`config.mk`:
```
export PLATFORM = sky130hd
export DESIGN_NAME = fetch_stage
export DESIGN_NICKNAME = d
export VERILOG_FILES = /design/src/rtl/cpu_pkg.sv /design/src/rtl/fetch_skid.sv /design/src/rtl/fetch_stage.sv
export SDC_FILE = /design/constraint.sdc
export NUM_CORES = 1
export LEC_CHECK = 0
export CORE_MARGIN = 2
export CORE_UTILIZATION = 26
export DETAILED_ROUTE_END_ITERATION = 10
export GPL_TIMING_DRIVEN = 0
export HOLD_SLACK_MARGIN = 0.08
export PLACE_DENSITY_LB_ADDON = 0.12
export RECOVER_POWER = 50
export SYNTH_ARGS = -nofsm -noshare
export SYNTH_HDL_FRONTEND = slang
export SYNTH_SLANG_ARGS = --single-unit
export TNS_END_PERCENT = 10
```
`constraint.sdc`:
```
create_clock -name clk -period 3.02 [get_ports clk]
set_input_delay 0.302 -clock clk [delete_from_list [all_inputs] [get_ports clk]]
set_output_delay 0.302 -clock clk [all_outputs]
set_load 0.01 [all_outputs]
```
`src/rtl/cpu_pkg.sv`:
```
// Shared constants and the fetch state encoding for the 16-bit pipelined CPU.
package cpu_pkg;

  localparam int          INSTR_W   = 16;
  localparam logic [4:0]  OP_HALT   = 5'b00000;
  localparam logic [4:0]  OP_NOP    = 5'b00001;
  localparam logic [15:0] NOP_INSTR = 16'h0800;

  typedef enum logic [1:0] {
    ST_FETCH  = 2'd0,
    ST_SQUASH = 2'd1,
    ST_HALTED = 2'd2
  } fetch_state_e;

endpackage

```
`src/rtl/fetch_skid.sv`:
```
// One-entry skid buffer holding a returned instruction while decode stalls.
module fetch_skid
  import cpu_pkg::*;
(
  input  logic               clk,
  input  logic               rst,
  input  logic               load,
  input  logic               drain,
  input  logic               clear,
  input  logic [INSTR_W-1:0] in_instr,
  input  logic [15:0]        in_pc_plus2,
  output logic               valid,
  output logic [INSTR_W-1:0] instr,
  output logic [15:0]        pc_plus2
);

  logic               valid_q, valid_d;
  logic [INSTR_W-1:0] instr_q, instr_d;
  logic [15:0]        pc2_q, pc2_d;

  // clear dominates load, load dominates drain
  always_comb begin
    valid_d = valid_q;
    instr_d = instr_q;
    pc2_d   = pc2_q;
    if (clear) begin
      valid_d = 1'b0;
    end else if (load) begin
      valid_d = 1'b1;
      instr_d = in_instr;
      pc2_d   = in_pc_plus2;
    end else if (drain) begin
      valid_d = 1'b0;
    end else begin
      valid_d = valid_q;
    end
  end

  // entry storage
  always_ff @(posedge clk) begin
    if (rst) begin
      valid_q <= 1'b0;
      instr_q <= NOP_INSTR;
      pc2_q   <= 16'h0000;
    end else begin
      valid_q <= valid_d;
      instr_q <= instr_d;
      pc2_q   <= pc2_d;
    end
  end

  assign valid    = valid_q;
  assign instr    = instr_q;
  assign pc_plus2 = pc2_q;

endmodule

```
`src/rtl/fetch_stage.sv`:
```
// Instruction fetch stage: PC, imem handshake, skid buffer and IF/ID register.
// Optional perf counters are enabled with the FETCH_PERF_EN macro.
module fetch_stage
  import cpu_pkg::*;
#(
  parameter logic [15:0] RESET_PC = 16'h0000
) (
  input  logic               clk,
  input  logic               rst,
  input  logic               stall,
  input  logic               redirect,
  input  logic [15:0]        redirect_pc,
  output logic               imem_req,
  output logic [15:0]        imem_addr,
  input  logic               imem_ready,
  input  logic [INSTR_W-1:0] imem_rdata,
  output logic [INSTR_W-1:0] if_id_instr,
  output logic [15:0]        if_id_pc_plus2,
  output logic               if_id_valid,
  output logic [4:0]         opcode,
  output logic               halted
`ifdef FETCH_PERF_EN
  ,
  output logic [15:0]        fetch_count,
  output logic [15:0]        bubble_count
`endif
);

  fetch_state_e       state_q, state_d;
  logic [15:0]        pc_q, pc_d;
  logic [15:0]        target_q, target_d;
  logic               req_en_q, req_en_d;
  logic               id_valid_q, id_valid_d;
  logic [INSTR_W-1:0] id_instr_q, id_instr_d;
  logic [15:0]        id_pc2_q, id_pc2_d;

  logic               skid_load_s, skid_drain_s, skid_clear_s;
  logic               skid_valid_s;
  logic [INSTR_W-1:0] skid_instr_s;
  logic [15:0]        skid_pc2_s;
  logic               accept_s, fetch_ok_s;
  logic [15:0]        pc_plus2_s, redir_tgt_s;

  assign imem_req    = req_en_q && (state_q != ST_HALTED) && !skid_valid_s;
  assign imem_addr   = pc_q;
  assign accept_s    = imem_req && imem_ready;
  assign fetch_ok_s  = accept_s && (state_q == ST_FETCH) && !redirect;
  assign pc_plus2_s  = pc_q + 16'd2;
  assign redir_tgt_s = redirect_pc & 16'hFFFE;

  fetch_skid u_skid (
    .clk         (clk),
    .rst         (rst),
    .load        (skid_load_s),
    .drain       (skid_drain_s),
    .clear       (skid_clear_s),
    .in_instr    (imem_rdata),
    .in_pc_plus2 (pc_plus2_s),
    .valid       (skid_valid_s),
    .instr       (skid_instr_s),
    .pc_plus2    (skid_pc2_s)
  );

  // next state, PC and IF/ID; redirect overrides everything else
  always_comb begin
    state_d      = state_q;
    pc_d         = pc_q;
    target_d     = target_q;
    req_en_d     = 1'b1;
    id_valid_d   = id_valid_q;
    id_instr_d   = id_instr_q;
    id_pc2_d     = id_pc2_q;
    skid_load_s  = 1'b0;
    skid_drain_s = 1'b0;
    skid_clear_s = 1'b0;
    if (redirect) begin
      id_valid_d   = 1'b0;
      id_instr_d   = NOP_INSTR;
      id_pc2_d     = 16'h0000;
      skid_clear_s = 1'b1;
      // PC keeps the old address so imem_addr stays stable through SQUASH
      if (imem_req && !imem_ready) begin
        state_d  = ST_SQUASH;
        target_d = redir_tgt_s;
      end else begin
        state_d = ST_FETCH;
        pc_d    = redir_tgt_s;
      end
    end else begin
      if (!stall) begin
        id_valid_d = 1'b0;
        id_instr_d = NOP_INSTR;
        id_pc2_d   = 16'h0000;
      end else begin
        id_valid_d = id_valid_q;
      end
      case (state_q)
        ST_FETCH: begin
          if (accept_s) begin
            pc_d = pc_plus2_s;
            if (imem_rdata[15:11] == OP_HALT) begin
              state_d = ST_HALTED;
            end else begin
              state_d = ST_FETCH;
            end
            if (stall) begin
              skid_load_s = 1'b1;
            end else begin
              id_valid_d = 1'b1;
              id_instr_d = imem_rdata;
              id_pc2_d   = pc_plus2_s;
            end
          end else begin
            state_d = ST_FETCH;
          end
        end
        ST_SQUASH: begin
          if (accept_s) begin
            state_d = ST_FETCH;
            pc_d    = target_q;
          end else begin
            state_d = ST_SQUASH;
          end
        end
        ST_HALTED: state_d = ST_HALTED;
        default:   state_d = ST_FETCH;
      endcase
      if (!stall && skid_valid_s) begin
        skid_drain_s = 1'b1;
        id_valid_d   = 1'b1;
        id_instr_d   = skid_instr_s;
        id_pc2_d     = skid_pc2_s;
      end else begin
        skid_drain_s = 1'b0;
      end
    end
  end

  // state, PC and IF/ID registers
  always_ff @(posedge clk) begin
    if (rst) begin
      state_q    <= ST_FETCH;
      pc_q       <= RESET_PC;
      target_q   <= RESET_PC;
      req_en_q   <= 1'b0;
      id_valid_q <= 1'b0;
      id_instr_q <= NOP_INSTR;
      id_pc2_q   <= 16'h0000;
    end else begin
      state_q    <= state_d;
      pc_q       <= pc_d;
      target_q   <= target_d;
      req_en_q   <= req_en_d;
      id_valid_q <= id_valid_d;
      id_instr_q <= id_instr_d;
      id_pc2_q   <= id_pc2_d;
    end
  end

  assign if_id_instr    = id_instr_q;
  assign if_id_pc_plus2 = id_pc2_q;
  assign if_id_valid    = id_valid_q;
  assign opcode         = id_instr_q[15:11];
  assign halted         = (state_q == ST_HALTED);

`ifdef FETCH_PERF_EN
  logic [15:0] fetch_cnt_q, fetch_cnt_d;
  logic [15:0] bubble_cnt_q, bubble_cnt_d;

  // saturating counters
  always_comb begin
    fetch_cnt_d  = fetch_cnt_q;
    bubble_cnt_d = bubble_cnt_q;
    if (fetch_ok_s && (fetch_cnt_q != 16'hFFFF)) begin
      fetch_cnt_d = fetch_cnt_q + 16'd1;
    end else begin
      fetch_cnt_d = fetch_cnt_q;
    end
    if (!stall && !id_valid_d && (bubble_cnt_q != 16'hFFFF)) begin
      bubble_cnt_d = bubble_cnt_q + 16'd1;
    end else begin
      bubble_cnt_d = bubble_cnt_q;
    end
  end

  // counter registers
  always_ff @(posedge clk) begin
    if (rst) begin
      fetch_cnt_q  <= 16'h0000;
      bubble_cnt_q <= 16'h0000;
    end else begin
      fetch_cnt_q  <= fetch_cnt_d;
      bubble_cnt_q <= bubble_cnt_d;
    end
  end

  assign fetch_count  = fetch_cnt_q;
  assign bubble_count = bubble_cnt_q;
`else
  logic unused_s;
  assign unused_s = fetch_ok_s;
`endif

endmodule

```
==> flow_summary.toml <==
[route]
ant_nets = 0
post-route-drc-count = 0
drt_pass1_iterations = 4
routedWlPerCell_um = 16.92
vias = 4206
drtIter0Drc = 286
viasPerCell = 4.942
wl_um = 14400

[floorplan]
die_x_um = 133.9
num_io_pins = 93
coreArea_um2 = 16520
dieHeight_um = 133.9
rows = 47
die-area_um2 = 17930
start_util = 0.2655

[power_and_ir_drop]
switchingPower_mw = 0.7867
pwr-share-seq = 0.467
combPwrFrac = 0.131
clock_power_share = 0.402
vdd_drop_max_mv = 0.2808
leakage_nw = 2.163
swShare = 0.2677
internal_power_mw = 2.152
cellPowerDensity_nw_per_um2 = 505.5

[clock_network]
post_cts_buffers = 0
clkTransAtPathRegs_ns = 0.07
clock_sinks = 98
clockBufferDepth = 2
cts_root_buffer = "clkbuf_16"
cts_hold_buffers = 0
cts_resized = 0
cts_tree = "done"
worstSkewPairLatency_ns = 0.35
htreeDepth = 3
numCtsBuffers = 9

[finish]
layout-drive-gt1-share = 0.06022
diodes = 0
stdcell_count = 851
utilization = 0.3518
synthToLayoutAreaGrowth_pct = 32.52
fill_cells = 1736
nets = 664

[synth]
netlist_area_um2 = 4387
synth_top_area_share = 0.4472
yosysTopAreaCell = "dfxtp_1"
synthDistinctLibCells = 50
ys_top_cells_by_area = "dfxtp_1 (45%), a21oi_1 (5.8%), nor2_1 (5.7%)"
synth_seq_cells = 98
synthCells = 527
synth.avg_cell_area_um2 = 8.324
synth_nets = 565
synth-edff-count = 0
ys.flop_type = "dfxtp_1"
yosysSeqAreaShare = 0.4472
ys_warn_count = 0
synthArstFlopShare = 0

[grt]
grt_start_max_net_pins = 18
grt_overflow = 0
grt_antenna_before_repair = 0
grt_usage = 0.1649
grt_pass1_vias = 4057
grt_pass1_wl_um = 22910

[timing]
final_hold_viol_count = 0
fin_ws_ns = 0.4421
finalClockSkew_ns = 0.004990
worst-slew-pin-transition_ns = 1.231
setup-tns-final_ns = 0
period_share = 0.8536
rsz0062_at_grt = "no"
maxClockFrequency_mhz = 387.9
post-route-min-period_ns = 2.578
slew_viol_final = 0
setup_viol = 0
relSlewSlack = 0.1771

[placement]
dp_cells = 835
io_buffers = 88
preCtsSetupSlack_ns = 0.2495
place_hpwl_um = 10600
place_congestion = 0.8545

[worst_setup_path]
cp-start-kind = "register"
critPathKind = "reg2reg"
critPathRequiredTime_ns = 3.30
cp_common_cell = "clkbuf_1"
crit_arrival_ns = 2.86
end_kind = "register"
slowest_stage = "or4b_1"
cp_cell_sequence = "clkbuf_1 -> nand2b_4 -> buf_6 -> or4b_1 -> clkbuf_1 -> nor3_1 -> clkbuf_2 -> nand2_1 -> a21oi_1"
slowest_delay_ns = 0.46
cp_max_fo = 10

[run_status]
outcome = "complete, no violations"

[hold_path]
hold_class = "reg2reg"

[flow_run]
drv_cap = 0
==> power groups by stage <==
stage	Clock (mW)	Combinational (mW)	Sequential [mW]
after floorplan	0	0.200	1.40
after global placement	0	0.396	1.40
after detailed placement	0	0.398	1.40
after CTS	1.22	0.400	1.37
after global routing	1.27	0.422	1.38
final	1.18	0.384	1.37
==> sequential cells by signal, summed over array words and instances (netlist names) <==
name	count
if_id_instr	16
if_id_pc_plus2	16
u_skid.instr	16
imem_addr	15
target_q	15
u_skid.pc_plus2	15
state_q	2
if_id_valid	1
req_en_q	1
u_skid.valid	1
==> area by class of cell <==
cell class | instances | area [um2] | area share
Buffer | 50 | 242.7 | 0.04176
Clock buffer | 10 | 229.0 | 0.03939
Clock inverter | 6 | 72.57 | 0.01248
Inverter | 7 | 26.28 | 0.004520
Multi-Input combinational cell | 372 | 2125 | 0.3655
Sequential cell | 98 | 1962 | 0.3375
Tap cell | 220 | 275.3 | 0.04735
Timing Repair Buffer | 88 | 880.8 | 0.1515
==> worst paths after layout <==
path | start | to | slack (ns) | cells past startpoint
min | u_skid.instr[5] | u_skid.instr[5] | 0.46 | 2
min reg2reg | u_skid.instr[5] | u_skid.instr[5] | 0.46 | 2
max reg2reg | u_skid.valid | u_skid.instr[3] | 0.44 | 9
max | u_skid.valid | u_skid.instr[3] | 0.44 | 9
==> critical path, delay by kind of cell (launching register included) <==
family	cells	cell delay (ns)
AOI/OAI and AO/OA	1	0.12
DFF	1	0.30
buffers and inverters	4	0.90
and+or+nand+nor	4	1.19
==> through the flow <==
step | area [um2] | hold slack [ns] | power [mW]
after floorplan | 4387 | 0.4154 | 1.604
after global placement | 5543 | 0.4398 | 1.799
after detailed placement | 5543 | 0.4466 | 1.802
after CTS | 5844 | 0.4569 | 2.998
after global routing | 5813 | 0.4660 | 3.071
final | 5813 | 0.4565 | 2.939
==> per-layer routing <==
layer  vias up  global-route usage  wire [um]
li1       2059                   -          -
met1      1984              0.2136       6529
met5         -                   0          0
met2       148              0.2738       6758
met4         0             0.04669        284
met3        15             0.03930        826
==> layout by cell type, fill, tap and decap left out, drive strengths merged, types with 2 or more instances in the layout <==
| cell type | instances |
|---|---|
| nor4 | 2 |
| a211oi | 9 |
| nand2 | 60 |
| nor2b | 7 |
| nand4 | 4 |
| inv | 10 |
| dlygate4sd3 | 53 |
| mux2i | 17 |
| nor3 | 30 |
| nor2 | 67 |
| nand3 | 10 |
| and3 | 12 |
| clkdlybuf4s50 | 35 |
| dfxtp | 98 |
| buf | 14 |
| nand2b | 6 |
| o22ai | 6 |
| o21ai | 27 |
| a221oi | 23 |
| nor4b | 2 |
| nor3b | 4 |
| o32ai | 4 |
| xnor2 | 8 |
| a21oi | 51 |
| xor2 | 5 |
| clkbuf | 46 |
==> synthesized netlist by cell type, drive strengths merged (2+ instances only) <==
master   n
and3    12
clkbuf  32
nor3b    4
nand4    4
nor3    30
o21ai   27
nor2b    7
nand2b   6
nor2    67
a21oi   51
dfxtp   98
xor2     5
inv      7
mux2i   17
nor4     2
a211oi   9
buf     18
nor4b    2
xnor2    8
a221oi  23
o22ai    6
nand2   60
nand3   10
o32ai    4
==> cell families (layout without fill, tap and decap cells) <==
group,count (synthesis),in the layout,synth area share
multiplexers,17,17,0.03879
other,1,1,0.0008549
adder cells (fa/ha/maj),1,1,0.002852
XOR/XNOR,13,13,0.02596
AND/OR/NAND/NOR,209,209,0.2285
flip-flops,98,98,0.4472
AO/OA/AOI/OAI,131,131,0.1920
buffers and inverters,57,161,0.06389
No activity file was read; power rests on OpenSTA's default activity.
==> RTL edit 1: new RTL, same flow settings <==
Change the package constant `INSTR_W` from 16 to 24.
--- a/src/rtl/cpu_pkg.sv
+++ b/src/rtl/cpu_pkg.sv
@@ -2,5 +2,5 @@
 package cpu_pkg;
 
-  localparam int          INSTR_W   = 16;
+  localparam int          INSTR_W   = 24;
   localparam logic [4:0]  OP_HALT   = 5'b00000;
   localparam logic [4:0]  OP_NOP    = 5'b00001;
Ports: changed (resized if_id_instr and imem_rdata); port bits go from 93 to 109. The function was not compared with the original's and may differ.
==> RTL edit 1 against the original RTL <==
Sequential cell count is 16 higher; wire length rose by 14%; sequential share of layout area fell by 0.64 points; setup slack improved by 0.092 ns; area after synthesis up 13%; first-iteration DRC count is 1.4% lower; final area up 19%; synthesized cell count grew 13%; power rose by 41%; largest cell class unchanged; die area grew 13%.
==> RTL edit 1: results (changes against the original RTL) <==
metric,value,unit,change
grt_max_degree,17,,was 18
syn_inst,593,,was 527
cpLargestDelayFamily,buffers and inverters,,was simple AND/OR/NAND/NOR gates
clk-insertion-delay-late,0.42,ns,was 0.35 ns
clock_skew,0.00841,ns,was 0.00499 ns
place_inst,932,,was 835
n_fill_cell,1926,,was 1736
drt_first_pass_iters,6,,was 4
layout-drive-gt1-share,7.67,%,was 6.02%
synth_area_leaders,"dfxtp_1 (46%), nor2_1 (6.9%), a21oi_1 (5.0%)",,"was dfxtp_1 (45%), a21oi_1 (5.8%), nor2_1 (5.7%)"
synth_top_cell_area_share,45.9,%,was 44.7%
drt_iter0_markers,282,,was 286
portBuffers,105,,was 88
cpPeakStageDelay,0.68,ns,was 0.46 ns
wl_met1,7800,µm,was 6530 µm
status,completed,,unchanged
h-tree-depth,4,,was 3
grt_first_pass_wirelength,25500,µm,was 22900 µm
wl_per_cell,17.0,µm,was 16.9 µm
ir_drop,408,µV,was 281 µV
slew_headroom,37.0,%,was 17.7%
synth_compound_area_share,19.3,%,was 19.2%
post_drt_via_cell_ratio,4.98,,was 4.94
wl_met3,760,µm,was 826 µm
clkPwrFrac,49.6,%,was 40.2%
fin_cells,964,,was 851
p_sw_share,26.0,%,was 26.8%
syn_nets,639,,was 565
synth-adder-area-share,0.252,%,was 0.285%
dr_wl_met2,7510,µm,was 6760 µm
arrival,2.82,ns,was 2.86 ns
seq_area_frac_synth,45.9,%,was 44.7%
==> RTL edit 1: cell types whose count changed in the layout (fill, tap and decap cells not counted), sizes merged, moves of 5 or more <==
cell and change:
a211oi +13, a221oi +5, and3 -5, buf +5
clkbuf +9, clkdlybuf4s50 +6, clkinv +6, dfxtp +16
dlygate4sd3 +11, nand2b +5, nor2 +25, nor3 +9
o21ai -16
==> RTL edit 1: area by class of cell <==
| type | count | area share (%) |
|---|---|---|
| timing repair buffer | 105 | 15.2 |
| buffer | 57 | 4.03 |
| clock inverter | 15 | 2.65 |
| tap | 234 | 4.25 |
| sequential | 114 | 33.1 |
| multi-input combinational | 415 | 34.2 |
| inverter | 7 | 0.381 |
| clock buffer | 17 | 6.17 |
==> RTL edit 1: final timing paths <==
kind	slack, ns	end	cells past startpoint	from
setup reg to reg	0.75	target_q[14]$_SDFFE_PP0P_	6	u_skid.valid$_SDFFE_PP0P_
setup / recovery	0.53	u_skid.instr[20]$_SDFFE_PP0P_	8	imem_ready
hold / removal	0.46	u_skid.instr[2]$_SDFFE_PP0P_	2	u_skid.instr[2]$_SDFFE_PP0P_
hold reg to reg	0.46	u_skid.instr[2]$_SDFFE_PP0P_	2	u_skid.instr[2]$_SDFFE_PP0P_
==> RTL edit 1: tightest hold or removal path, cell delays in order, from the launching register on <==
cell and delay [ns]:
dfxtp_1 0.31, nand2_1 0.05, a21oi_1 0.05
==> RTL edit 1: routing by layer <==
metal | vias up | GRT usage [%]
met5 | - | 0
met4 | 0 | 5.42
met3 | 24 | 3.77
met2 | 158 | 26.5
met1 | 2251 | 21.6
li1 | 2365 | -
==> RTL edit 1: stage by stage <==
step	util (%)	total power, mW
after detailed placement	33.7	2.14
after floorplan	-	1.90
after global routing	36.7	4.32
after CTS	36.9	4.22
after global placement	33.7	2.14
final	36.7	4.15
==> RTL edit 2: new RTL, same flow settings <==
Without the edit above. Re-encode `fetch_state_e` (3 states) as one-hot, 3 bits wide.
--- a/src/rtl/cpu_pkg.sv
+++ b/src/rtl/cpu_pkg.sv
@@ -7,8 +7,8 @@
   localparam logic [15:0] NOP_INSTR = 16'h0800;
 
-  typedef enum logic [1:0] {
-    ST_FETCH  = 2'd0,
-    ST_SQUASH = 2'd1,
-    ST_HALTED = 2'd2
+  typedef enum logic [2:0] {
+    ST_FETCH  = 3'b001,
+    ST_SQUASH = 3'b010,
+    ST_HALTED = 3'b100
   } fetch_state_e;
 
Formal check against the unedited RTL: same outputs for any inputs over 4 cycles, from zero or initial values and one cycle with rst high; so few cycles prove little.
==> RTL edit 2 against the original RTL <==
Register-to-register slack improved by 0.28 ns; wire length increased by 2.3%; area after synthesis increased by 1.1%; sequential cell count increased by 1; maximum frequency increased by 8.5%; combinational power increased by 4%; final area increased by 0.95%; power increased by 0.14%; setup slack improved by 0.20 ns; highest routed layer unchanged.
==> RTL edit 2: results (changes against the original RTL) <==
metric,value,unit,change
min_from,u_skid.instr[12]$_SDFFE_PP0P_,,was u_skid.instr[5]$_SDFFE_PP0P_
core,16600,µm²,was 16500 µm²
tightest_slew,0.745,ns,was 1.23 ns
syn_inst,536,,was 527
utilization,35.3,%,was 35.2%
drt_iter0_markers,219,,was 286
nFlopsAndLatches,99,,was 98
status,completed,,unchanged
syn_nets,574,,was 565
place_worst_setup_slack,0.523,ns,was 0.249 ns
clk_share,4.86,%,was 5.19%
r2r-start,imem_addr[1]$_SDFFE_PP0P_,,was u_skid.valid$_SDFFE_PP0P_
p_comb_share,13.5,%,was 13.1%
synth_area_leaders,"dfxtp_1 (45%), a21oi_1 (6.9%), nand2_1 (6.9%)",,"was dfxtp_1 (45%), a21oi_1 (5.8%), nor2_1 (5.7%)"
dpl_cell_area,5600,µm²,was 5540 µm²
synth_compound_area_share,24.5,%,was 19.2%
ir_drop,296,µV,was 281 µV
ff_latch_area,1980,µm²,was 1960 µm²
rr_worst_depth,7,,was 9
n_fill_cell,1735,,was 1736
fin_cells,860,,was 851
inverters,8,,was 7
grt_max_degree,16,,was 18
arrival,2.58,ns,was 2.86 ns
holdPathEnd,u_skid.instr[12]$_SDFFE_PP0P_,,was u_skid.instr[5]$_SDFFE_PP0P_
seq_area_frac_synth,44.7,%,about the same
ys_types,55,,was 50
-- RTL edit 2: changes by cell type after synthesis, sizes merged, moves of 4 or more --
cell    before  now
clkbuf      32   27
nor2        67   53
o21ai       27   21
nor2b        7    1
nor3        30   24
a211oi       9   17
buf         18   23
nand2       60   81
mux2i       17    0
a21oi       51   61
a221oi      23   27
and2         0    4
-- RTL edit 2: worst max-delay path by stage --
stage | startpoint | to | slack [ns] | cells past startpoint
after floorplan | imem_addr[1]$_SDFFE_PP0P_ | imem_addr[9]$_SDFFE_PP0P_ | 1.17 | 7
after global placement | redirect | imem_addr[9]$_SDFFE_PP0P_ | 0.54 | 6
after detailed placement | redirect | imem_addr[9]$_SDFFE_PP0P_ | 0.52 | 6
after CTS | imem_addr[1]$_SDFFE_PP0P_ | imem_addr[9]$_SDFFE_PP0P_ | 0.70 | 7
after global routing | redirect | imem_addr[10]$_SDFFE_PP0P_ | 0.41 | 8
final | redirect | imem_addr[9]$_SDFFE_PP0P_ | 0.64 | 6
-- RTL edit 2: worst max-delay path: stages --
cell and delay [ns]:
dlygate4sd3_1 0.63, clkbuf_1 0.43, clkbuf_1 0.46, nor2_1 0.24, a221oi_1 0.40, a211oi_2 0.12
-- RTL edit 2: routing by layer --
layer | track usage (%) | routed length, µm | vias up
li1 | - | - | 2115
met1 | 22.1 | 6810 | 2079
met2 | 26.2 | 6880 | 131
met3 | 3.12 | 761 | 21
met4 | 6.02 | 285 | 0
met5 | 0 | 0 | -
-- RTL edit 2: cells by family (layout without fill, tap and decap cells) --
family	Yosys count	after routing
AOI/OAI and AO/OA	159	159
and+or+nand+nor	205	205
buffers and inverters	58	162
DFF	99	99
adders and majority gates	1	1
xor gates and xnor gates	13	13
other	1	1
